$ cat config.mk
export PLATFORM = sky130hd
export DESIGN_NAME = miiulator_top
export DESIGN_NICKNAME = d
export VERILOG_FILES = /design/src/rtl/miiulator_top.sv
export SDC_FILE = /design/constraint.sdc
export NUM_CORES = 1
export LEC_CHECK = 0
export ABC_AREA = 1
export CORE_ASPECT_RATIO = 0.75
export CORE_MARGIN = 4
export CORE_UTILIZATION = 50
export CTS_CLUSTER_DIAMETER = 150
export DETAILED_ROUTE_END_ITERATION = 16
export GPL_ROUTABILITY_DRIVEN = 0
export PLACE_DENSITY = 0.69
export REMOVE_ABC_BUFFERS = 1
export SYNTH_ARGS = -nofsm -noshare
export SYNTH_HDL_FRONTEND = slang
export SYNTH_SLANG_ARGS = --single-unit
$ cat constraint.sdc
create_clock -name clk -period 2.5 [get_ports clk]
set_input_delay 0.75 -clock clk [delete_from_list [all_inputs] [get_ports clk]]
set_output_delay 0.75 -clock clk [all_outputs]
set_load 0.02 [all_outputs]
$ cat src/rtl/miiulator_top.sv
`timescale 1ns/1ps
// miiulator_top: MII receive front end that strips preamble/SFD, packs nibbles
// into bytes, queues them in a byte FIFO and dumps them raw over an 8N1 UART.
// Optional build macro: MII_BITREV_EN bit-reverses the synchronized RXD nibble
// for boards that wire RXD[3:0] in reverse order.
//
// Internal handshake: the receive FSM raises `push` for one cycle with
// `push_data`; the FIFO accepts it when not full, or when full but popped in
// the same cycle. The UART raises `pop` only when the FIFO is non-empty and the
// transmitter can load a byte; the popped byte is mem[rd_ptr] in that cycle.
module miiulator_top #(
   parameter int CLKS_PER_BIT = 434,
   parameter int FIFO_DEPTH   = 64
) (
   input  logic       clk,
   input  logic       SW0,
   input  logic       uart_rx_serial,
   output logic       uart_tx_serial,
   output logic [7:0] LED,
   input  logic       mii0_en,
   input  logic       mii0_clk,
   input  logic [3:0] mii0_d,
   output logic [1:0] dbg_rx_state
);

   localparam int AW     = $clog2(FIFO_DEPTH);
   localparam int BAUD_W = $clog2(CLKS_PER_BIT);

   typedef enum logic [1:0] {RX_IDLE, RX_PRE, RX_LO, RX_HI} rx_state_t;

   logic unused_rx;
   assign unused_rx = uart_rx_serial;

   // ---------------- input synchronizers ----------------
   logic [1:0] mclk_sync;
   logic [1:0] en_sync;
   logic [3:0] d_s1, d_s2;
   logic       mclk_prev;

   // Two-flop synchronizers plus one delay stage for RX_CLK edge detection
   always_ff @(posedge clk or negedge SW0) begin
      if (!SW0) begin
         mclk_sync <= 2'b00;
         en_sync   <= 2'b00;
         d_s1      <= 4'h0;
         d_s2      <= 4'h0;
         mclk_prev <= 1'b0;
      end else begin
         mclk_sync <= {mclk_sync[0], mii0_clk};
         en_sync   <= {en_sync[0], mii0_en};
         d_s1      <= mii0_d;
         d_s2      <= d_s1;
         mclk_prev <= mclk_sync[1];
      end
   end

   logic       strobe;
   logic       en_s;
   logic [3:0] nib;
   assign strobe = mclk_sync[1] & ~mclk_prev;
   assign en_s   = en_sync[1];
`ifdef MII_BITREV_EN
   assign nib = {d_s2[0], d_s2[1], d_s2[2], d_s2[3]};
`else
   assign nib = d_s2;
`endif

   // ---------------- receive FSM ----------------
   rx_state_t  rx_state, rx_next;
   logic       lo_we, push, frame_end;
   logic [3:0] lo_nib;
   logic [7:0] push_data;

   assign push_data    = {nib, lo_nib};
   assign dbg_rx_state = rx_state;

   // Receive state register and low-nibble holding register
   always_ff @(posedge clk or negedge SW0) begin
      if (!SW0) begin
         rx_state <= RX_IDLE;
         lo_nib   <= 4'h0;
      end else begin
         rx_state <= rx_next;
         if (lo_we) lo_nib <= nib;
      end
   end

   // Next-state and per-strobe actions; nothing moves between strobes
   always_comb begin
      rx_next   = rx_state;
      lo_we     = 1'b0;
      push      = 1'b0;
      frame_end = 1'b0;
      if (strobe) begin
         case (rx_state)
            RX_IDLE: if (en_s && nib == 4'h5) rx_next = RX_PRE;
            RX_PRE: begin
               if (!en_s)            rx_next = RX_IDLE;
               else if (nib == 4'h5) rx_next = RX_PRE;
               else if (nib == 4'hD) rx_next = RX_LO;
               else                  rx_next = RX_IDLE;
            end
            RX_LO: begin
               if (en_s) begin
                  lo_we   = 1'b1;
                  rx_next = RX_HI;
               end else begin
                  frame_end = 1'b1;
                  rx_next   = RX_IDLE;
               end
            end
            default: begin
               if (en_s) begin
                  push    = 1'b1;
                  rx_next = RX_LO;
               end else begin
                  frame_end = 1'b1;
                  rx_next   = RX_IDLE;
               end
            end
         endcase
      end
   end

   // ---------------- byte FIFO ----------------
   logic [7:0]  mem [FIFO_DEPTH];
   logic [AW:0] wr_ptr, rd_ptr;
   logic        full, empty, pop, push_ok;

   assign empty   = (wr_ptr == rd_ptr);
   assign full    = (wr_ptr[AW] != rd_ptr[AW]) && (wr_ptr[AW-1:0] == rd_ptr[AW-1:0]);
   assign push_ok = push && (!full || pop);

   // FIFO storage; no reset needed, occupancy is tracked by the pointers
   always_ff @(posedge clk) begin
      if (push_ok) mem[wr_ptr[AW-1:0]] <= push_data;
   end

   logic [6:0] frame_cnt;
   logic       overflow;

   // Pointers, completed-frame counter and sticky overflow flag
   always_ff @(posedge clk or negedge SW0) begin
      if (!SW0) begin
         wr_ptr    <= '0;
         rd_ptr    <= '0;
         frame_cnt <= 7'd0;
         overflow  <= 1'b0;
      end else begin
         if (push_ok)          wr_ptr    <= wr_ptr + 1'b1;
         if (pop)              rd_ptr    <= rd_ptr + 1'b1;
         if (frame_end)        frame_cnt <= frame_cnt + 7'd1;
         if (push && !push_ok) overflow  <= 1'b1;
      end
   end

   assign LED = {overflow, frame_cnt};

   // ---------------- UART transmitter ----------------
   logic [9:0]        tx_shift;
   logic [3:0]        bit_cnt;
   logic [BAUD_W-1:0] baud_cnt;
   logic              tx_busy;
   logic              bit_done;

   assign bit_done = (baud_cnt == BAUD_W'(CLKS_PER_BIT - 1));
   // Loading during the final stop-bit cycle keeps back-to-back bytes gapless
   assign pop      = !empty && (!tx_busy || (bit_done && bit_cnt == 4'd9));

   // Frame shifter: {stop, data[7:0], start} shifted out LSB first
   always_ff @(posedge clk or negedge SW0) begin
      if (!SW0) begin
         tx_shift <= 10'h3FF;
         bit_cnt  <= 4'd0;
         baud_cnt <= '0;
         tx_busy  <= 1'b0;
      end else if (pop) begin
         tx_shift <= {1'b1, mem[rd_ptr[AW-1:0]], 1'b0};
         bit_cnt  <= 4'd0;
         baud_cnt <= '0;
         tx_busy  <= 1'b1;
      end else if (tx_busy) begin
         if (bit_done) begin
            baud_cnt <= '0;
            if (bit_cnt == 4'd9) begin
               tx_busy <= 1'b0;
            end else begin
               bit_cnt  <= bit_cnt + 4'd1;
               tx_shift <= {1'b1, tx_shift[9:1]};
            end
         end else begin
            baud_cnt <= baud_cnt + 1'b1;
         end
      end
   end

   assign uart_tx_serial = tx_busy ? tx_shift[0] : 1'b1;

endmodule

==> flow_summary.yaml, run 1 <==
power_and_ir_drop:
  vdd_drop_max_mv: 0.592
  p_per_area_nw_per_um2: 799
  power.static_leakage_nw: 10.8
die:
  core_area_um2: 47800
  dieHeight_um: 200
  rows: 69
  start_util_pct: 51.1
  ios: 20
  dieWidth_um: 263
  die_area_um2: 52600
detailed_routing:
  wire_per_inst_um: 19.3
  ant_nets: 0
  wl_um: 58200
  first_iter_violations: 1749
  num_vias: 16400
  vias_per_cell: 5.46
  dr.pass1.iters: 7
  drc: 0
logic_synthesis:
  synth_cell_type_count: 43
  yosysWarnings: 0
  synth-seq-cells: 576
  synth_area_leader_cell: "edfxtp_1"
  synth_top_area_share_pct: 62.9
  syn-cell-area_um2: 24500
  yosys-top-cells-area: "edfxtp_1, nand2_1, dfrtp_1"
  avgSynthCellArea_um2: 10.8
  synthCells: 2263
  yosysSeqAreaShare_pct: 69.5
grt:
  grt_pass1_vias: 15700
  grt_max_degree: 119
  grt_pass1_wl_um: 89400
  grt_usage_pct: 21.9
  gr-total-overflow: 0
  antenna_found_initial: 1
timing:
  fmax_mhz: 415
  fin_crit_sh_pct: 96.4
  setup_viol: 0
  worst_pin_slew_ns: 0.736
  finClkSkew_ns: 0.0161
  setup_slack_ns: 0.0903
  final-hold-violation-count: 0
  fin_tns_setup_ns: 0
  rsz0062_at_grt: "true"
  layout_min_cycle_time_ns: 2.41
  slew_headroom_pct: 50.9
  slew_violations: 0
worst_setup_path:
  path_buf_inv: 1
  timing.rr.end: "mem[5][1]"
  path_cells: "clkdlybuf4s50_1"
  r2r_start: "bit_cnt[1]"
  crit_fanout: 5
  crit_type: "reg2out"
  cp-start-kind: "register"
  crit_slowest_cell: "clkdlybuf4s50_1"
  worstPathArrival_ns: 1.66
  worstPathRequired_ns: 1.75
  crit_family: "buffers and inverters"
  cp-end-kind: "output pin"
  rrSetupSlack_ns: 0.14
  ff2ff_path_depth: 12
  slowest_delay_ns: 0.64
clock_tree:
  holdBufCountCts: 0
  cts_root_buffer: "clkbuf_16"
  path_clk_slew_ns: 0.06
  cts_tree: "done"
  cts_made_buffers: 51
  cts.path.max_buffers: 3
  cts_max_level: 2
  postCtsSetupRepairBufs: 0
  clk_latency_ns: 0.59
  clock_sinks: 576
hold_path:
  hp-class: "in2async"
cells_and_area:
  diodes: 0
  fin_nets: 2348
  drive_gt1_share_pct: 10.2
  syn2layout_area_growth_pct: 12.6
placement:
  pre_cts_slack_ns: 0.156
  dp_hpwl_um: 34200
  port_buffers: 18
run:
  drv_cap: 0
run_status:
  status: "complete, no violations"
[cells by family (layout without fill, tap and decap cells)]
logic type	Yosys count	in the layout	share of synthesized area (%)
adder cells (fa/ha/maj)	7	7	0.358
AND/OR/NAND/NOR	1154	1154	19.6
buffers and inverters	283	395	4.94
AO/OA/AOI/OAI	222	222	4.91
XOR/XNOR	18	18	0.645
flip-flops	576	576	69.5
multiplexers	3	3	0.138
[report_power, final]
part | total (mW) | switching, mW | internal, mW
Combinational | 2.76 | 1.94 | 0.818
Sequential | 11.4 | 0.365 | 11.0
Clock | 7.84 | 3.43 | 4.41
[per-layer routing]
metal	GRT usage, %	routed length [um]	vias to the layer above
met5	0	11	-
met4	5.43	1180	2
met3	4.38	5200	93
met2	34.1	26200	644
met1	32.1	25600	7988
li1	-	-	7717
[registers in the layout, summed over array words and instances (netlist names), 2 cells and up]
| signal | cells |
|---|---|
| baud_cnt | 9 |
| wr_ptr | 7 |
| rd_ptr | 7 |
| mem | 512 |
| en_sync | 2 |
| d_s2 | 4 |
| dbg_rx_state | 2 |
| lo_nib | 4 |
| tx_shift | 9 |
| d_s1 | 4 |
| bit_cnt | 4 |
| frame_cnt | 7 |
| mclk_sync | 2 |
[cell type report]
type / count / area (um^2)
clock buffers: 66 / 1370
clock inverters: 30 / 293
fillers: 3872 / 20300
inverters: 175 / 663
multi-input cells: 1404 / 6270
flip-flops and latches: 576 / 17000
well taps: 639 / 800
repair buffers: 124 / 1130
[Yosys cell counts]
master / count
nand2_1: 574
nor2_1: 352
o21bai_1: 1
nand2_4: 8
nand3_1: 188
nor4_2: 1
nor3b_1: 1
ha_1: 7
nand4_1: 5
o211ai_1: 22
buf_2: 69
nor3_1: 2
xnor2_1: 6
inv_1: 166
dfrtp_1: 55
buf_4: 8
o22ai_1: 4
o21ai_0: 130
or2_2: 2
a21oi_1: 28
and3_1: 4
a31oi_1: 4
nor2_8: 2
dfstp_2: 9
nor3_2: 1
nor2_4: 3
nor2_2: 5
nand3_2: 2
o21a_1: 2
mux2_2: 3
clkbuf_1: 22
edfxtp_1: 512
o21ai_4: 1
inv_2: 9
o21ai_1: 28
o32ai_1: 1
a22oi_1: 1
nand2_8: 1
nand2_2: 2
buf_6: 4
or2_4: 1
buf_1: 5
xor2_1: 12
[per-stage QoR]
| stage | hold WS (ns) | cells | utilization, % | total power, mW | cell area [um^2] |
|---|---|---|---|---|---|
| 2_1_floorplan | 0.331 | 2155 | - | 13.8 | 23900 |
| 3_3_place_gp | 0.332 | 2918 | 54.1 | 14.2 | 25900 |
| 3_5_place_dp | 0.335 | 2918 | 54.1 | 14.3 | 25900 |
| 4_1_cts | 0.175 | 3014 | 57.6 | 22.1 | 27500 |
| 5_1_grt | 0.206 | 3014 | 57.6 | 22.9 | 27500 |
| 6_report | 0.171 | 3014 | 57.6 | 22.0 | 27500 |
[worst max path at each step]
stage	startpoint	cells past startpoint	endpoint	slack (ns)
after detailed placement	baud_cnt[1]	12	mem[39][1]	0.16
after floorplan	rd_ptr[0]	10	mem[34][0]	-6.79
after global routing	bit_cnt[1]	12	mem[61][0]	-0.03
after CTS	dbg_rx_state[0]	1	dbg_rx_state[0]	0.09
after global placement	bit_cnt[1]	12	mem[39][6]	0.14
final	dbg_rx_state[0]	1	dbg_rx_state[0]	0.09
[layout by cell type, fill, tap and decap left out, drive strengths merged, types with 28 or more instances in the layout]
cell type  instances
o21ai            159
nand2            585
clkbuf            66
a21oi             28
buf              107
nor2             362
nand3            190
inv              175
dfrtp             55
edfxtp           512
[what timing repair did]
action                     in CTS  in global routing
setup endpoints to repair       1                 45
pin swaps                       0                  0
gates resized for setup         1                  1
(Power assumes the default switching activity.)
==> run 2: changes to the inputs <==
--- a/config.mk
+++ b/config.mk
@@ -8,11 +8,11 @@
 export ABC_AREA = 1
 export CORE_ASPECT_RATIO = 0.75
 export CORE_MARGIN = 4
-export CORE_UTILIZATION = 50
+export CORE_UTILIZATION = 63
 export CTS_CLUSTER_DIAMETER = 150
 export DETAILED_ROUTE_END_ITERATION = 16
 export GPL_ROUTABILITY_DRIVEN = 0
-export PLACE_DENSITY = 0.69
+export PLACE_DENSITY = 0.83
 export REMOVE_ABC_BUFFERS = 1
 export SYNTH_ARGS = -nofsm -noshare
 export SYNTH_HDL_FRONTEND = slang
==> run 2 against run 1 <==
Register-to-register slack worse by 0.09 ns. Global-route usage up 5.1 points. Sequential share of layout area up 0.17 points. Critical path type is now reg2reg. Critical endpoint is now mem[32][0]. Largest power group unchanged.
==> flow_summary.yaml, run 2 (same netlist as run 1, synthesis figures left out) <==
clock_tree:
  clock_sinks: 576
  cts_tree: "done"
  path_clk_slew_ns: 0.06
  cts.path.max_buffers: 3
  holdBufCountCts: 0
  cts_root_buffer: "clkbuf_16"
  cts_made_buffers: 51
  clk_latency_ns: 0.59
  cts_max_level: 2
detailed_routing:
  wl_um: 57900
  num_vias: 17000
  dr.pass1.iters: 6
  wire_per_inst_um: 20.1
  ant_nets: 0
  first_iter_violations: 2366
  vias_per_cell: 5.88
  drc: 0
die:
  dieWidth_um: 236
  ios: 20
  start_util_pct: 63.8
  die_area_um2: 42100
  rows: 62
  dieHeight_um: 179
  core_area_um2: 38300
timing:
  worst_pin_slew_ns: 0.822
  final-hold-violation-count: 0
  layout_min_cycle_time_ns: 2.45
  slew_violations: 0
  hold_ws_ns: 0.167
  rsz0062_at_grt: "true"
  fmax_mhz: 407
  setup_viol: 0
  fin_crit_sh_pct: 98.2
  finClkSkew_ns: 0.0246
  slew_headroom_pct: 45.2
worst_setup_path:
  path_cells: "inv_1 -> ha_1 -> nand2_1 -> nor2_2 -> nor2_2 -> nor2_4 -> or2_4 -> nand2_8 -> nor2_8 -> nand2_8 -> nor2_1 -> buf_4"
  worstPathArrival_ns: 2.75
  crit_type: "reg2reg"
  cp-start-kind: "register"
  slowest_delay_ns: 0.40
  crit_slowest_cell: "dfrtp_1"
  worstPathRequired_ns: 2.79
  cp-end-kind: "register"
  crit_fanout: 8
  ff2ff_path_depth: 12
power_and_ir_drop:
  power_mw: 21.7
  p_per_area_nw_per_um2: 790
  power.static_leakage_nw: 10.7
  vdd_drop_max_mv: 0.695
grt:
  grt_pass1_vias: 16300
  antenna_found_initial: 0
  grt_max_degree: 114
  gr-total-overflow: 0
  grt_pass1_wl_um: 88400
  grt_usage_pct: 27.0
cells_and_area:
  largest_register_ffs: 512
  fin_area_um2: 27500
  fin_nets: 2351
  drive_gt1_share_pct: 10.6
  layout_commonest_cell: "nand2_1"
  final_cell_mix: "nand2_1, edfxtp_1, nor2_1, nand3_1, inv_1"
  utilization_pct: 71.7
  diodes: 0
  finalNonFillerCells: 2882
  syn2layout_area_growth_pct: 12.3
placement:
  port_buffers: 18
  numPlacedInstances: 2791
  placed_area_um2: 25700
  dp_hpwl_um: 33800
hold_path:
  hp-class: "in2async"
run:
  drv_cap: 0
run_status:
  status: "complete, no violations"
## run 2: area by class of cell
cell class | instances | area, um^2
clock inverters | 20 | 163
repair buffers | 127 | 1240
flip-flops and latches | 576 | 17000
multi-input cells | 1404 | 6360
clock buffers | 68 | 1380
fillers | 2440 | 10900
well taps | 512 | 641
inverters | 175 | 663
## run 2: power breakdown
part	total, mW	internal, mW	switching [mW]
Sequential	11.4	11.0	0.340
Combinational	2.84	0.849	1.99
Clock	7.47	4.16	3.30
Total	21.7	16.1	5.64
## run 2: path summary, 6_finish.rpt
kind,startpoint,slack (ns),to
max,baud_cnt[1],0.05,mem[32][0]
min,SW0,0.17,baud_cnt[4]
max reg2reg,baud_cnt[1],0.05,mem[32][0]
min reg2reg,en_sync[0],0.35,en_sync[1]
max in group asynchronous,SW0,2.01,tx_shift[0]
min in group clk,en_sync[0],0.35,en_sync[1]
## run 2: what timing repair did
action / in CTS / in global routing
pin swaps: 0 / 4
setup buffers: 0 / 3
resized for setup: 1 / 48
setup endpoints to repair: 1 / 106
## run 2: worst max-delay path: cells and delay by family, from the launching register on
family / cells / cell delay, ns
adders and majority gates: 1 / 0.15
buffers and inverters: 2 / 0.29
DFF: 1 / 0.40
and+or+nand+nor: 9 / 1.30
## run 2: layer usage
metal	vias up	track usage, %	wire [um]
met5	-	0	0
met4	0	9.29	1910
met3	167	5.81	6720
met2	1034	43.8	27500
met1	8042	36.9	21800
li1	7716	-	-
## run 2: per-stage QoR
stage	setup WS, ns	setup TNS, ns
floorplan	-6.79	-3710.15
CTS	0.0575	0
finish	0.0456	0
global placement	0.151	0
detailed placement	0.102	0
global route	-0.0721	-2.41
==> run 3: changes to the inputs <==
--- a/config.mk
+++ b/config.mk
@@ -12,8 +12,9 @@
 export CTS_CLUSTER_DIAMETER = 150
 export DETAILED_ROUTE_END_ITERATION = 16
 export GPL_ROUTABILITY_DRIVEN = 0
-export PLACE_DENSITY = 0.83
+export PLACE_DENSITY = 0.8
 export REMOVE_ABC_BUFFERS = 1
+export SKIP_CTS_REPAIR_TIMING = 1
 export SYNTH_ARGS = -nofsm -noshare
 export SYNTH_HDL_FRONTEND = slang
 export SYNTH_SLANG_ARGS = --single-unit
==> run 3 against run 2 <==
The flow now finishes with violations (negative setup slack). Clock power is 2% higher. Wire length is 3.4% higher. Design area hardly changed. Register-to-register slack worse by 0.07 ns. Final cell count is 0.31% higher. Via count is 0.73% higher. Utilization hardly changed. Critical path type unchanged. Critical endpoint is now mem[11][0].
==> flow_summary.yaml, run 3 (same netlist as run 1, synthesis figures left out) <==
timing:
  setup_viol: 38
  final-hold-violation-count: 0
  finClkSkew_ns: 0.0148
  hold_ws_ns: 0.155
  layout_min_cycle_time_ns: 2.53
  rsz0062_at_grt: "true"
  setup_slack_ns: -0.0278
  slew_violations: 0
  fmax_mhz: 396
  worst_pin_slew_ns: 0.805
  slew_headroom_pct: 46.2
  fin_tns_setup_ns: -0.366
  fin_crit_sh_pct: 101
die:
  core_area_um2: 38300
  start_util_pct: 63.8
  die_area_um2: 42100
  dieWidth_um: 236
  dieHeight_um: 179
  rows: 62
  ios: 20
run_status:
  status: "finished, violations left"
  violations: "negative setup slack"
power_and_ir_drop:
  p_per_area_nw_per_um2: 794
  power.static_leakage_nw: 10.8
  power_mw: 21.8
  vdd_drop_max_mv: 0.588
worst_setup_path:
  cp-start-kind: "register"
  crit_type: "reg2reg"
  cp-end-kind: "register"
  crit_fanout: 8
  worstPathRequired_ns: 2.79
  worstPathArrival_ns: 2.82
clock_tree:
  cts_root_buffer: "clkbuf_16"
  cts_max_level: 2
  cts.path.max_buffers: 3
  clock_sinks: 576
  cts_made_buffers: 51
  clk_latency_ns: 0.59
  path_clk_slew_ns: 0.07
  cts_tree: "done"
detailed_routing:
  dr.pass1.iters: 5
  wl_um: 59900
  vias_per_cell: 5.91
  drc: 0
  first_iter_violations: 2503
  wire_per_inst_um: 20.7
  ant_nets: 0
  num_vias: 17100
grt:
  antenna_found_initial: 0
  grt_usage_pct: 28.0
  grt_max_degree: 158
  grt_pass1_wl_um: 91500
  gr-total-overflow: 0
  grt_pass1_vias: 16600
cells_and_area:
  drive_gt1_share_pct: 10.7
  layout_commonest_cell: "nand2_1"
  diodes: 0
  syn2layout_area_growth_pct: 12.3
  fin_nets: 2353
  fin_area_um2: 27500
  utilization_pct: 71.7
  largest_register_ffs: 512
  final_cell_mix: "nand2_1, edfxtp_1, nor2_1, nand3_1, inv_1"
  finalNonFillerCells: 2891
hold_path:
  hp-class: "in2async"
placement:
  pre_cts_slack_ns: 0.0938
  numPlacedInstances: 2790
  dp_hpwl_um: 34000
  placed_area_um2: 25700
  port_buffers: 18
run:
  drv_cap: 0
==> run 3: changes by cell type in the layout (fill, tap and decap cells not counted), moves of 5 or more <==
cell	previous run	this run
buf_4	75	91
buf_6	21	5
nor2_1	335	347
clkbuf_1	15	6
nor2_2	18	9
clkinv_2	7	12
==> run 3: worst paths after layout <==
| kind | startpoint | endpoint | slack (ns) | depth (start not counted) |
|---|---|---|---|---|
| min reg2reg | d_s1[0] | d_s2[0] | 0.35 | 0 |
| max | bit_cnt[1] | mem[11][0] | -0.03 | 12 |
| min in group clk | d_s1[0] | d_s2[0] | 0.35 | 0 |
| max reg2reg | bit_cnt[1] | mem[11][0] | -0.03 | 12 |
| max in group asynchronous | SW0 | tx_shift[7] | 2.02 | 2 |
| min | SW0 | baud_cnt[5] | 0.15 | 2 |
==> run 3: layout make-up <==
class | count | area (um^2)
Clock buffer | 61 | 1370
Clock inverter | 34 | 234
Fill cell | 2473 | 10900
Inverter | 175 | 663
Multi-Input combinational cell | 1404 | 6310
Sequential cell | 576 | 17000
Tap cell | 512 | 641
Timing Repair Buffer | 129 | 1240
==> run 3: critical path, cell delays in order, from the launching register on <==
cell and delay, ns:
dfrtp_1 0.40, inv_1 0.09, ha_1 0.15, nand3_1 0.08
nand2_1 0.11, inv_1 0.11, nor2_4 0.15, or2_4 0.18
nand2_8 0.08, nor2_8 0.24, nand2_4 0.22, nor2_1 0.19
buf_4 0.21
==> run 3: routing by layer <==
metal / GRT usage (%) / vias up / part of all wire, %
met4: 9.05 / 0 / 3.2
met1: 38.5 / 8174 / 39
met3: 6.34 / 145 / 11
li1: - / 7721 / -
met2: 45.4 / 1042 / 47
met5: 0 / - / 0
==> run 3: where the power goes <==
group          internal (mW)  switching, mW  total [mW]  leakage, nW
clock network           4.12           3.50        7.62        0.782
logic                  0.817           2.02        2.84         4.55
registers               11.0          0.316        11.4         5.48
